--- src/rtl/tns_dec_rr_sched.sv ---
// Round-robin scheduler that shares one registered 18-bit TNS decoder among
// N_REQ requesters. Results come back in grant order through an output FIFO.
// Grants are credit-limited so the FIFO can never overflow.

`ifndef TNS_W00
`define BLEN06 17
`define TNS_W00 17'd1
`define TNS_W01 17'd2
`define TNS_W02 17'd4
`define TNS_W03 17'd7
`define TNS_W04 17'd13
`define TNS_W05 17'd24
`define TNS_W06 17'd44
`define TNS_W07 17'd81
`define TNS_W08 17'd149
`define TNS_W09 17'd274
`define TNS_W10 17'd504
`define TNS_W11 17'd927
`define TNS_W12 17'd1705
`define TNS_W13 17'd3136
`define TNS_W14 17'd5768
`define TNS_W15 17'd10609
`define TNS_W16 17'd19513
`define TNS_W17 17'd35890
`endif

// 18-bit TNS decoder: weighted bit sum, one registered cycle of latency.
module tns_dec18 (
  input  logic               clk,
  input  logic               rst_n,
  input  logic [17:0]        code,
  output logic [`BLEN06-1:0] value
);
  localparam logic [`BLEN06-1:0] W [18] = '{
    `TNS_W00, `TNS_W01, `TNS_W02, `TNS_W03, `TNS_W04, `TNS_W05,
    `TNS_W06, `TNS_W07, `TNS_W08, `TNS_W09, `TNS_W10, `TNS_W11,
    `TNS_W12, `TNS_W13, `TNS_W14, `TNS_W15, `TNS_W16, `TNS_W17};

  logic [`BLEN06-1:0] sum;

  // Sum the weights of all set bits; illegal codewords decode as-is.
  always_comb begin
    sum = '0;
    for (int unsigned k = 0; k < 18; k++)
      if (code[k]) sum = sum + W[k];
  end

  // Register the decoded value.
  always_ff @(posedge clk or negedge rst_n) begin
    if (!rst_n) value <= '0;
    else        value <= sum;
  end
endmodule

module tns_dec_rr_sched #(
  parameter int N_REQ     = 4,
  parameter int IDW       = 2,
  parameter int OUT_DEPTH = 4
) (
  input  logic                  clk,
  input  logic                  rst_n,
  input  logic [N_REQ-1:0]      req_valid,
  input  logic [18*N_REQ-1:0]   req_code,
  output logic [N_REQ-1:0]      req_ready,
  output logic                  rsp_valid,
  input  logic                  rsp_ready,
  output logic [`BLEN06-1:0]    rsp_data,
  output logic [IDW-1:0]        rsp_id,
  output logic                  busy
);
  localparam int unsigned AW = $clog2(OUT_DEPTH);
  localparam logic [AW+1:0] DEPTH_OCC = (AW+2)'(OUT_DEPTH);
  localparam logic [AW:0]   DEPTH_CNT = (AW+1)'(OUT_DEPTH);

  logic [IDW-1:0]           ptr, win, ptr_nxt, idx;
  logic                     found, grant_ok, accept, push, pop;
  logic [AW+1:0]            occ;

  logic                     s0_valid, s1_valid;
  logic [17:0]              s0_code;
  logic [IDW-1:0]           s0_id, s1_id;
  logic [`BLEN06-1:0]       dec_value;

  logic [IDW+`BLEN06-1:0]   mem [OUT_DEPTH];
  logic [AW-1:0]            wptr, rptr;
  logic [AW:0]              fifo_cnt;
  logic [IDW+`BLEN06-1:0]   head;

  assign rsp_valid = (fifo_cnt != '0);
  assign pop       = rsp_valid & rsp_ready;
  assign push      = s1_valid;
  assign head      = mem[rptr];
  assign rsp_data  = rsp_valid ? head[`BLEN06-1:0] : '0;
  assign rsp_id    = rsp_valid ? head[IDW+`BLEN06-1:`BLEN06] : '0;
  assign busy      = s0_valid | s1_valid | rsp_valid;
  assign occ       = (AW+2)'(fifo_cnt) + (AW+2)'(s0_valid) + (AW+2)'(s1_valid);

  // Pick the first valid requester at or after ptr, wrapping.
  always_comb begin
    found = 1'b0;
    win   = '0;
    idx   = '0;
    for (int unsigned i = 0; i < N_REQ; i++) begin
      idx = IDW'((32'(ptr) + i) % N_REQ);
      if (!found && req_valid[idx]) begin
        found = 1'b1;
        win   = idx;
      end
    end
  end

  // Credit check and one-hot grant; a pop this cycle frees one slot when full.
  // The rst_n term keeps req_ready low while reset is asserted.
  always_comb begin
    grant_ok  = rst_n && found && ((occ < DEPTH_OCC) || ((occ == DEPTH_OCC) && pop));
    req_ready = '0;
    if (grant_ok) req_ready[win] = 1'b1;
    accept    = grant_ok;
    ptr_nxt   = (win == IDW'(N_REQ - 1)) ? '0 : win + 1'b1;
  end

  // RR pointer and the two pipeline stages around the decoder.
  always_ff @(posedge clk or negedge rst_n) begin
    if (!rst_n) begin
      ptr      <= '0;
      s0_valid <= 1'b0;
      s0_code  <= '0;
      s0_id    <= '0;
      s1_valid <= 1'b0;
      s1_id    <= '0;
    end else begin
      if (accept) ptr <= ptr_nxt;
      s0_valid <= accept;
      if (accept) begin
        s0_code <= req_code[18*win +: 18];
        s0_id   <= win;
      end
      s1_valid <= s0_valid;
      s1_id    <= s0_id;
    end
  end

  tns_dec18 u_dec (
    .clk   (clk),
    .rst_n (rst_n),
    .code  (s0_code),
    .value (dec_value)
  );

  // Output FIFO; simultaneous push and pop are legal at any fill level.
  always_ff @(posedge clk or negedge rst_n) begin
    if (!rst_n) begin
      wptr     <= '0;
      rptr     <= '0;
      fifo_cnt <= '0;
      for (int unsigned i = 0; i < OUT_DEPTH; i++) mem[i] <= '0;
    end else begin
      if (push) begin
        mem[wptr] <= {s1_id, dec_value};
        wptr      <= wptr + 1'b1;
      end
      if (pop) rptr <= rptr + 1'b1;
      case ({push, pop})
        2'b10:   fifo_cnt <= fifo_cnt + 1'b1;
        2'b01:   fifo_cnt <= fifo_cnt - 1'b1;
        default: fifo_cnt <= fifo_cnt;
      endcase
    end
  end

  a_no_overflow: assert property (@(posedge clk) disable iff (!rst_n)
    !(push && !pop && (fifo_cnt == DEPTH_CNT)));
endmodule

--- config.mk ---
export PLATFORM = sky130hd
export DESIGN_NAME = tns_dec_rr_sched
export DESIGN_NICKNAME = d
export VERILOG_FILES = /design/src/rtl/tns_dec_rr_sched.sv
export SDC_FILE = /design/constraint.sdc
export NUM_CORES = 1
export LEC_CHECK = 0
export ABC_AREA = 1
export ABC_CLOCK_PERIOD_IN_PS = 6300
export CORE_AREA = 2 2 113 198
export CTS_CLUSTER_DIAMETER = 150
export DETAILED_ROUTE_END_ITERATION = 7
export DIE_AREA = 0 0 115 200
export GPL_ROUTABILITY_DRIVEN = 0
export PLACE_DENSITY = 0.68
export SLEW_MARGIN = 40
export SYNTH_ARGS = -nofsm -noshare
export SYNTH_HDL_FRONTEND = slang
export SYNTH_SLANG_ARGS = --single-unit
--- constraint.sdc ---
create_clock -name clk -period 6.3 [get_ports clk]
set_input_delay 1.575 -clock clk [delete_from_list [all_inputs] [get_ports clk]]
set_output_delay 1.575 -clock clk [all_outputs]
set_load 0.02 [all_outputs]
* Yosys cells after proc, flatten, opt, wreduce, memory -nomap -nowiden
Cells that the tools add are included.
** Word-level totals
- Register bits after elaboration :: 126
- Input port bits :: 79
- Output and inout port bits :: 25
- Logic and storage cells :: 123
** Cells by class
- Add/sub/neg operators :: 27
- $mul :: 1
- $lt $le $gt $ge :: 10
- Eq/ne operators :: 4
- Shift operators :: 1
- Multiplexer cells :: 47
- Bitwise operators :: 5
- Reductions and logical operators :: 14
** Operators by type and width (number)
- $mux W17 :: 18
- $bwmux W76 :: 1
- $shiftx A72 B8 Y18 :: 1
- $mux W19 :: 3
- $bmux W19 S2 :: 1
- $demux W19 S2 :: 1
- $add A17 B3 Y17 const B :: 2
- $add A17 B9 Y17 const B :: 2
- $add A17 B10 Y17 const B :: 1
- $add A17 B11 Y17 const B :: 1
- $add A17 B12 Y17 const B :: 1
- $add A17 B13 Y17 const B :: 1
- $add A17 B14 Y17 const B :: 1
- $add A17 B15 Y17 const B :: 1
- $add A17 B16 Y17 const B :: 1
- $add A17 B4 Y17 const B :: 1
- $add A17 B5 Y17 const B :: 1
- $add A17 B6 Y17 const B :: 1
- $add A17 B7 Y17 const B :: 1
- $add A17 B8 Y17 const B :: 1
- $lt A2 B3 Y1 const B :: 5
- $mux W2 :: 6
- $mux W1 :: 10
- $add A2 B1 Y2 const B :: 4
- 26 further kinds :: 43

* Logic depth before layout (Yosys ltp)
Gate-level depths: netlist of the first run.
- Word-level depth :: 35
- Mapped depth :: 62
- Gate-level depth less buffers :: 62

* Hierarchy
From an unflattened synthesis of the first run, not the netlist that was laid out.
** Unflattened totals
- Cells, all modules :: 1603
- Area, all modules :: 10456.3 µm²
** Modules (own cells, without submodules)
- tns_dec_rr_sched :: instances 1, cells each 799, area each 5891.9 µm²
- tns_dec18 :: instances 1, cells each 804, area each 4564.4 µm²

* Worst setup path before layout of the first run
No wires, ideal clock.
- Path kind :: register -> register
- Start :: register s0_code[0]
- End :: register u_dec.value[14]
- Library setup time :: 0.113 ns
- Arrival :: 6.235 ns
- Setup slack :: -0.047 ns
- Cell stages (with the launch flop) :: 47
- Period minus slack after synthesis :: 6.347 ns
- Cells stage by stage :: dfrtp_1 > inv_1 > ha_1 > inv_1 > nand2_1 > nand2_2 > ha_1 > nor2_1 > a31oi_1 > ha_1 > nand2_1 > nand2_1 > ha_1 > nor2_1 > a31oi_1 > ha_1 > nand2_1 > nand3_1 > (+11 left out) > ha_1 > nand2_1 > nand4_1 > nand2_2 > nand2_1 > inv_1 > nor2_2 > nor2_1 > xor2_1 > nand3_1 > nand3_2 > nand2_1 > xor2_2 > nand4_1 > inv_1 > nand2_1 > nand2_1 > inv_1
** Between the ends
- Word-level cells in the longest chain between the ends :: 35
** Ends and longest elaborated chain
- start: declaration :: line 80 : logic [17:0] s0_code;
- start signal: assignment :: line 135 : s0_code <= req_code[18*win +: 18];
- $mux W1 * :: line 45 : if (code[k]) sum = sum + W[k];
- $add A1 B2 Y3 :: line 45
- $mux W17 * :: line 45
- $add A17 B3 Y17 :: line 45
- $mux W17 * :: line 45
- $add A17 B3 Y17 :: line 45
- $mux W17 * :: line 45
- $add A17 B4 Y17 :: line 45
- (+20 left out)
- $mux W17 * :: line 45
- $add A17 B14 Y17 :: line 45
- $mux W17 * :: line 45
- $add A17 B15 Y17 :: line 45
- $mux W17 * :: line 45
- $add A17 B16 Y17 :: line 45
- $mux W17 * :: line 45
- net u_dec.sum[14] :: line 39 : logic [`BLEN06-1:0] sum;
- end signal: assignment :: line 51 : else value <= sum;
- end: declaration :: line 32 : output logic [`BLEN06-1:0] value
The timed path passes the listed nets; every way through them passes the cells marked *.
A chain may end at the register's enable or synchronous reset.

* Worst setup path after layout of the first run
- Start :: register s0_code[0]
- End :: register u_dec.value[13]
The elaborated chain is that of the path after synthesis.

==> results of run 1 <==
critical path: cells and delay by family, from the launching register on:
kind	cells	cell delay, ns
AND/OR/NAND/NOR	23	2.25
adder cells (fa/ha/maj)	7	1.81
buffers and inverters	8	0.76
XOR/XNOR	3	0.54
AO/OA/AOI/OAI	3	0.49
flip-flops	1	0.37
per-stage QoR:
stage	setup slack (ns)	setup TNS (ns)	hold slack, ns	area [µm²]
floorplan	0.0155	0	0.354	9520
global placement	-0.0746	-0.180	0.372	11200
detailed placement	-0.312	-1.58	0.364	11200
CTS	0.0000324	0	0.375	12000
global route	-0.436	-2.52	0.394	12600
finish	-0.0514	-0.0641	0.377	12600
cells by family (layout without fill, tap and decap cells):
group / after synthesis / count (layout)
xor+xnor: 45 / 45
flops: 126 / 126
simple gates: 770 / 770
fa+ha+maj: 26 / 26
buf+inv: 214 / 384
compound gates: 241 / 241
worst min-delay path by stage:
| stage | to | slack [ns] | depth (start not counted) |
|---|---|---|---|
| after floorplan | push$_DFF_PN0_ | 0.35 | 0 |
| after global placement | push$_DFF_PN0_ | 0.37 | 0 |
| after detailed placement | push$_DFF_PN0_ | 0.36 | 0 |
| after CTS | push$_DFF_PN0_ | 0.38 | 0 |
| after global routing | push$_DFF_PN0_ | 0.39 | 0 |
| final | push$_DFF_PN0_ | 0.38 | 0 |
area by class of cell:
type / count / area, µm²
well taps: 255 / 319
fillers: 1925 / 8690
repair buffers: 194 / 1740
multi-input cells: 1082 / 6260
clock inverters: 15 / 139
inverters: 158 / 593
flip-flops and latches: 126 / 3150
clock buffers: 17 / 425
state kept, by name, summed over array words and instances, names as in the netlist:
signal and flops:
rptr 2, ptr 2, s0_code 18, s0_valid 1, fifo_cnt 3, push 1
u_dec.value 17, wptr 2, s1_id 2, mem 76, s0_id 2
repair_timing:
item,in CTS,in global routing
endpoints found under the setup margin,9,16
buffers inserted,11,8
hold endpoints to repair,0,0
pin swaps,32,75
resized for setup,48,137
cell usage in the layout, fill, tap and decap left out, types with 3 or more instances in the layout:
cell type	netlist	final
sky130_fd_sc_hd__ha_4	0	6
sky130_fd_sc_hd__xnor2_2	0	7
sky130_fd_sc_hd__buf_6	0	6
sky130_fd_sc_hd__inv_6	0	3
sky130_fd_sc_hd__clkinv_1	4	4
sky130_fd_sc_hd__nand4_1	17	17
sky130_fd_sc_hd__dfrtp_1	126	126
sky130_fd_sc_hd__buf_4	2	86
sky130_fd_sc_hd__clkbuf_16	0	17
sky130_fd_sc_hd__clkinv_4	0	6
sky130_fd_sc_hd__nand2_2	54	95
sky130_fd_sc_hd__o32ai_1	18	18
sky130_fd_sc_hd__clkinv_2	0	3
sky130_fd_sc_hd__nor2_1	181	166
sky130_fd_sc_hd__nor2_4	1	8
sky130_fd_sc_hd__nand3b_1	4	4
sky130_fd_sc_hd__inv_1	141	124
sky130_fd_sc_hd__xor2_4	0	3
sky130_fd_sc_hd__o21ai_0	179	171
sky130_fd_sc_hd__ha_1	24	16
sky130_fd_sc_hd__nor3_2	0	3
sky130_fd_sc_hd__xor2_2	4	5
sky130_fd_sc_hd__xnor2_1	20	12
sky130_fd_sc_hd__o21ai_1	4	6
sky130_fd_sc_hd__nand2_1	362	309
sky130_fd_sc_hd__nand2_4	7	18
sky130_fd_sc_hd__nor2_2	4	12
sky130_fd_sc_hd__a21oi_1	29	28
sky130_fd_sc_hd__nand3_1	109	90
sky130_fd_sc_hd__inv_2	13	30
sky130_fd_sc_hd__nand3_4	1	7
sky130_fd_sc_hd__clkdlybuf4s50_1	0	101
sky130_fd_sc_hd__o21ai_2	2	7
sky130_fd_sc_hd__nand3_2	16	29
sky130_fd_sc_hd__xor2_1	20	16
synth_stat cells (all sizes together):
library cell	instances	area share
a211oi	1	0.00079
a21boi	2	0.0016
a21oi	30	0.016
a31oi	3	0.0020
a32o	1	0.0011
buf	13	0.0067
clkbuf	43	0.017
clkinv	4	0.0016
dfrtp	126	0.33
fa	2	0.0042
ha	24	0.032
inv	154	0.061
nand2	423	0.19
nand3	126	0.076
nand3b	5	0.0043
nand4	18	0.012
nor2	186	0.075
nor3	5	0.0026
nor4	2	0.0020
o21ai	185	0.098
o311ai	1	0.00092
o32ai	18	0.017
or2	5	0.0033
xnor2	21	0.021
xor2	24	0.025
routing by layer:
layer / track usage / vias up / wire length (µm)
li1: - / 4887 / -
met4: 0.110 / 0 / 1130
met5: 0 / - / 0
met1: 0.221 / 4525 / 9420
met3: 0.0236 / 70 / 557
met2: 0.465 / 174 / 15000
==> metrics, run 1 <==
biggest cell delay along the critical path ~0.37 ns; path type of the worst setup path reg -> reg; IO Count 104; via count of the first global-routing pass ~9600; setup repair after global routing missed its margin true; input/output buffers 103; final number of setup-violating endpoints 2; launch instance of the worst register-to-register path s0_code[0]$_DFFE_PN0P_; final core utilization 0.592; source of the critical timing path s0_code[0]$_DFFE_PN0P_; HPWL reported at the end of detailed placement between 15 and 20 mm; remaining global-route overflow 0; floorplan die area between 20000 and 25000 µm²; multiplexer share of the synthesized area 0; Yosys cell types 44; Pre-Repair DR Iteration Count 5; area of the mapped netlist between 9000 and 10000 µm²; outcome complete, but fails checks; Iter 0 DRT Violations around 450; violated checks negative setup slack; placeable core region 21300 µm²; Worst Hold Class reg -> reg; Die Y around 200 µm; clk slew on worst S/H paths 0.06 ns; synthesized-area fraction occupied by xor and xnor cells 0.0466; maximum count of clock buffers along a single path 2; final number of hold-violating endpoints 0; data required time at the worst endpoint approximately 6.6 ns; dominant cell type by count on the critical path sky130_fd_sc_hd__nand2_2; r2r endpoint u_dec.value[13]$_DFF_PN0_; R2R cell count 44; number of antenna-violating nets in the routed design 0; wire length after detailed routing about 26 mm; drt drc 0; crit share post-route 1.01; Seq cells post-synth 126; minimum clock period between 6 and 7 ns; number of placed cells counting well taps between 1500 and 2000; clock sinks 126; arrival time at the worst endpoint 6.65 ns; largest net degree at the start of global routing 78; highest-delay cell along the critical path sky130_fd_sc_hd__dfrtp_1; number of antenna violations at the first check in global routing 0; placement row count 71; die width around 120 µm; CTS H-tree lvls 4; actual slew at the worst max-slew pin between 0.7 and 0.8 ns; number of standard cells after synthesis 1422; Synth Net Count ~1500; Antenna Diode Count 0; starting density of the core 0.446; global-route wire length before repair 42.5 mm; Post-Synth Adder-Cell Area 0.0358; area fraction in compound gates after synthesis 0.137; register-to-register setup slack -0.05 ns; overall fraction of global-route tracks in use 0.229; Mapped Avg Cell Area around 6.7 µm²; launch point of the worst hold path s0_valid$_DFF_PN0_; capturing element of the worst setup path u_dec.value[13]$_DFF_PN0_; dominant combinational cell family by area after synthesis simple AND/OR/NAND/NOR gates; total clock buffers created by CTS 17; Final WS setup -0.0514 ns; area share of and/or/nand/nor cells after synthesis 0.363; clock insertion delay at the later pin of the skew report 0.42 ns; Clk Tree Root Cell sky130_fd_sc_hd__clkbuf_16; crit-path max FO 4; TritonCTS clock tree built; Post-CTS Hold Buffers 0; post-synthesis sequential area ratio 0.332; headroom to the max-slew limit 0.503; vias about 9700; nets between 1500 and 2000; detail-routed net length per standard cell ~14 µm; non-filler cells in the finished layout 1847; layout overhead on the synthesized area 32.8%; final number of max-transition violations 0; DR vias/cell around 5.2; Fmax around 0.16 GHz; share of layout cells above drive strength 1 0.232; final clock skew about 0.01 ns; number of warnings reported in the yosys synthesis log 0; CP Launch Type register; Max Cap Viol 0; endpoint kind of the worst setup timing path register
Power of run 1 is not shown: default switching activity piles up to over one toggle a cycle in this logic, so the estimate is an artifact.
==> inputs of run 2 (changes only) <==
--- a/config.mk
+++ b/config.mk
@@ -8,10 +8,9 @@
 export ABC_AREA = 1
 export ABC_CLOCK_PERIOD_IN_PS = 6300
-export CORE_AREA = 2 2 113 198
+export CORE_AREA = 2 2 120 209
 export CTS_CLUSTER_DIAMETER = 150
 export DETAILED_ROUTE_END_ITERATION = 7
-export DIE_AREA = 0 0 115 200
+export DIE_AREA = 0 0 122 211
 export GPL_ROUTABILITY_DRIVEN = 0
-export PLACE_DENSITY = 0.68
 export SLEW_MARGIN = 40
 export SYNTH_ARGS = -nofsm -noshare
==> constraint.sdc (replaced) <==
create_clock -name clk -period 6.3 [get_ports clk]
set_input_delay 1.575 -clock clk [delete_from_list [all_inputs] [get_ports clk]]
set_output_delay 1.575 -clock clk [all_outputs]
set_load 0.005 [all_outputs]
==> metrics, run 2 (synthesis results as in run 1) <==
TritonCTS clock tree built; clock insertion delay at the later pin of the skew report between 0.4 and 0.5 ns; placeable core region 23900 µm²; flip-flop count of the largest register, all copies and words added 76; post-placement setup slack -0.251 ns; number of antenna violations at the first check in global routing 0; number of placed cells counting well taps 1859; via count of the first global-routing pass 9596; crit-path max FO 3; Worst Hold Class reg -> reg; launch point of the worst hold path s0_valid$_DFF_PN0_; routed metal-1 wirelength between 9 and 10 mm; headroom to the max-slew limit 0.478; placement row count 75; area of placed instances 11300 µm²; source of the critical timing path s0_code[0]$_DFFE_PN0P_; setup repair after global routing missed its margin true; total non-filler cell area in the finished layout ~13000 µm²; Post-CTS Hold Buffers 0; launch instance of the worst register-to-register path s0_code[0]$_DFFE_PN0P_; top sig layer met4; Die Y around 210 µm; biggest cell delay along the critical path approximately 0.36 ns; overall fraction of global-route tracks in use 0.207; non-filler cells in the finished layout roughly 1900; Most flops, register mem; clock sinks 126; share of layout cells above drive strength 1 0.246; remaining global-route overflow 0; CP Launch Type register; highest-delay cell along the critical path sky130_fd_sc_hd__dfrtp_1; final clock skew about 0.0093 ns; input/output buffers 103; wire length after detailed routing between 20 and 30 mm; global-route wire length before repair 43.0 mm; highest-count cells in the layout ignoring fill and taps 308 x sky130_fd_sc_hd__nand2_1, 171 x sky130_fd_sc_hd__o21ai_0, 168 x sky130_fd_sc_hd__nor2_1; met2 wire length around 15 mm; registers with the most flip-flops mem: 76 flops, s0_code: 18 flops, u_dec.value: 17 flops; Max Cap Viol 0; actual slew at the worst max-slew pin 0.782 ns; Antenna Diode Count 0; IO Count 104; nets between 1500 and 2000; Clk Tree Root Cell sky130_fd_sc_hd__clkbuf_16; Pre-Repair DR Iteration Count 4; vias ~9600; outcome finished clean; total clock buffers created by CTS 17; path type of the worst setup path reg -> reg; CTS H-tree lvls 4; minimum clock period ~6.3 ns; area occupied by registers approximately 3200 µm²; starting density of the core 0.397; number of antenna-violating nets in the routed design 0; dominant cell type by count on the critical path sky130_fd_sc_hd__nand2_2; Fmax 0.159 GHz; layout overhead on the synthesized area 36.0%; floorplan die area between 20000 and 30000 µm²; DR vias/cell ~5; final core utilization 0.540; endpoint kind of the worst setup timing path register; leading cell type in the layout, fill and taps excluded sky130_fd_sc_hd__nand2_1; arrival time at the worst endpoint roughly 6.6 ns; Routed met3 length between 400 and 500 µm; drt drc 0; die width around 120 µm; R2R cell count around 50; maximum count of clock buffers along a single path 2; final number of max-transition violations 0; clk slew on worst S/H paths roughly 0.060 ns; final number of hold-violating endpoints 0; hold path cells 0; data required time at the worst endpoint 6.60 ns; crit share post-route 0.997; Final WS setup about 0.019 ns; Iter 0 DRT Violations 465; largest net degree at the start of global routing ~80; detail-routed net length per standard cell ~14 µm; final number of setup-violating endpoints 0; Fillers between 2000 and 2500; multi-input gate area in the final layout approximately 6400 µm²; HPWL reported at the end of detailed placement between 15 and 20 mm
==> run 2: changes by cell type in the layout (fill, tap and decap cells not counted), moves of 3 or more <==
cell                      delta
sky130_fd_sc_hd__nand3_1    -11
sky130_fd_sc_hd__buf_4      +10
sky130_fd_sc_hd__nand3_4     +6
sky130_fd_sc_hd__nand3_2     +5
sky130_fd_sc_hd__buf_6       +3
sky130_fd_sc_hd__ha_4        +3
sky130_fd_sc_hd__inv_2       -3
==> run 2: worst max-delay path, delay by kind of cell, from the launching register on <==
kind            cells  cell delay [ns]
compound gates      3             0.66
xor+xnor            2             0.39
fa+ha+maj           5             1.29
buf+inv             6             0.51
flops               1             0.36
simple gates       33             2.93
==> run 2: timing repair <==
| item | in CTS | in global routing |
|---|---|---|
| gates resized for setup | 39 | 165 |
| setup buffers | 12 | 11 |
| setup endpoints to repair | 7 | 12 |
| pin swaps | 23 | 85 |
==> run 2: through the flow <==
step	TNS (ns)	hold slack, ns
floorplan	0	0.354
finish	0	0.376
global placement	-0.208	0.363
CTS	0	0.375
global route	-2.00	0.376
detailed placement	-0.907	0.360
==> run 2: layout make-up <==
type,instances,share of cell area
tap,308,0.0298
multi-input combinational,1082,0.492
timing repair buffer,207,0.142
clock inverter,14,0.0124
inverter,158,0.0460
clock buffer,18,0.0332
sequential,126,0.244
==> run 2: final timing paths <==
kind / endpoint / slack (ns)
max: u_dec.value[15]$_DFF_PN0_ / 0.02
min: push$_DFF_PN0_ / 0.38
max reg2reg: u_dec.value[15]$_DFF_PN0_ / 0.02
min reg2reg: push$_DFF_PN0_ / 0.38
max in group asynchronous: mem[49]$_DFFE_PN0P_ / 3.89
min in group asynchronous: rptr[1]$_DFFE_PN0P_ / 1.29
==> run 2: per-layer routing <==
metal | GRT usage | vias to the layer above
li1 | - | 4908
met1 | 0.201 | 4438
met2 | 0.428 | 150
met3 | 0.0165 | 66
met4 | 0.0828 | 0
met5 | 0 | -
Power of run 2 is left out for the same reason.
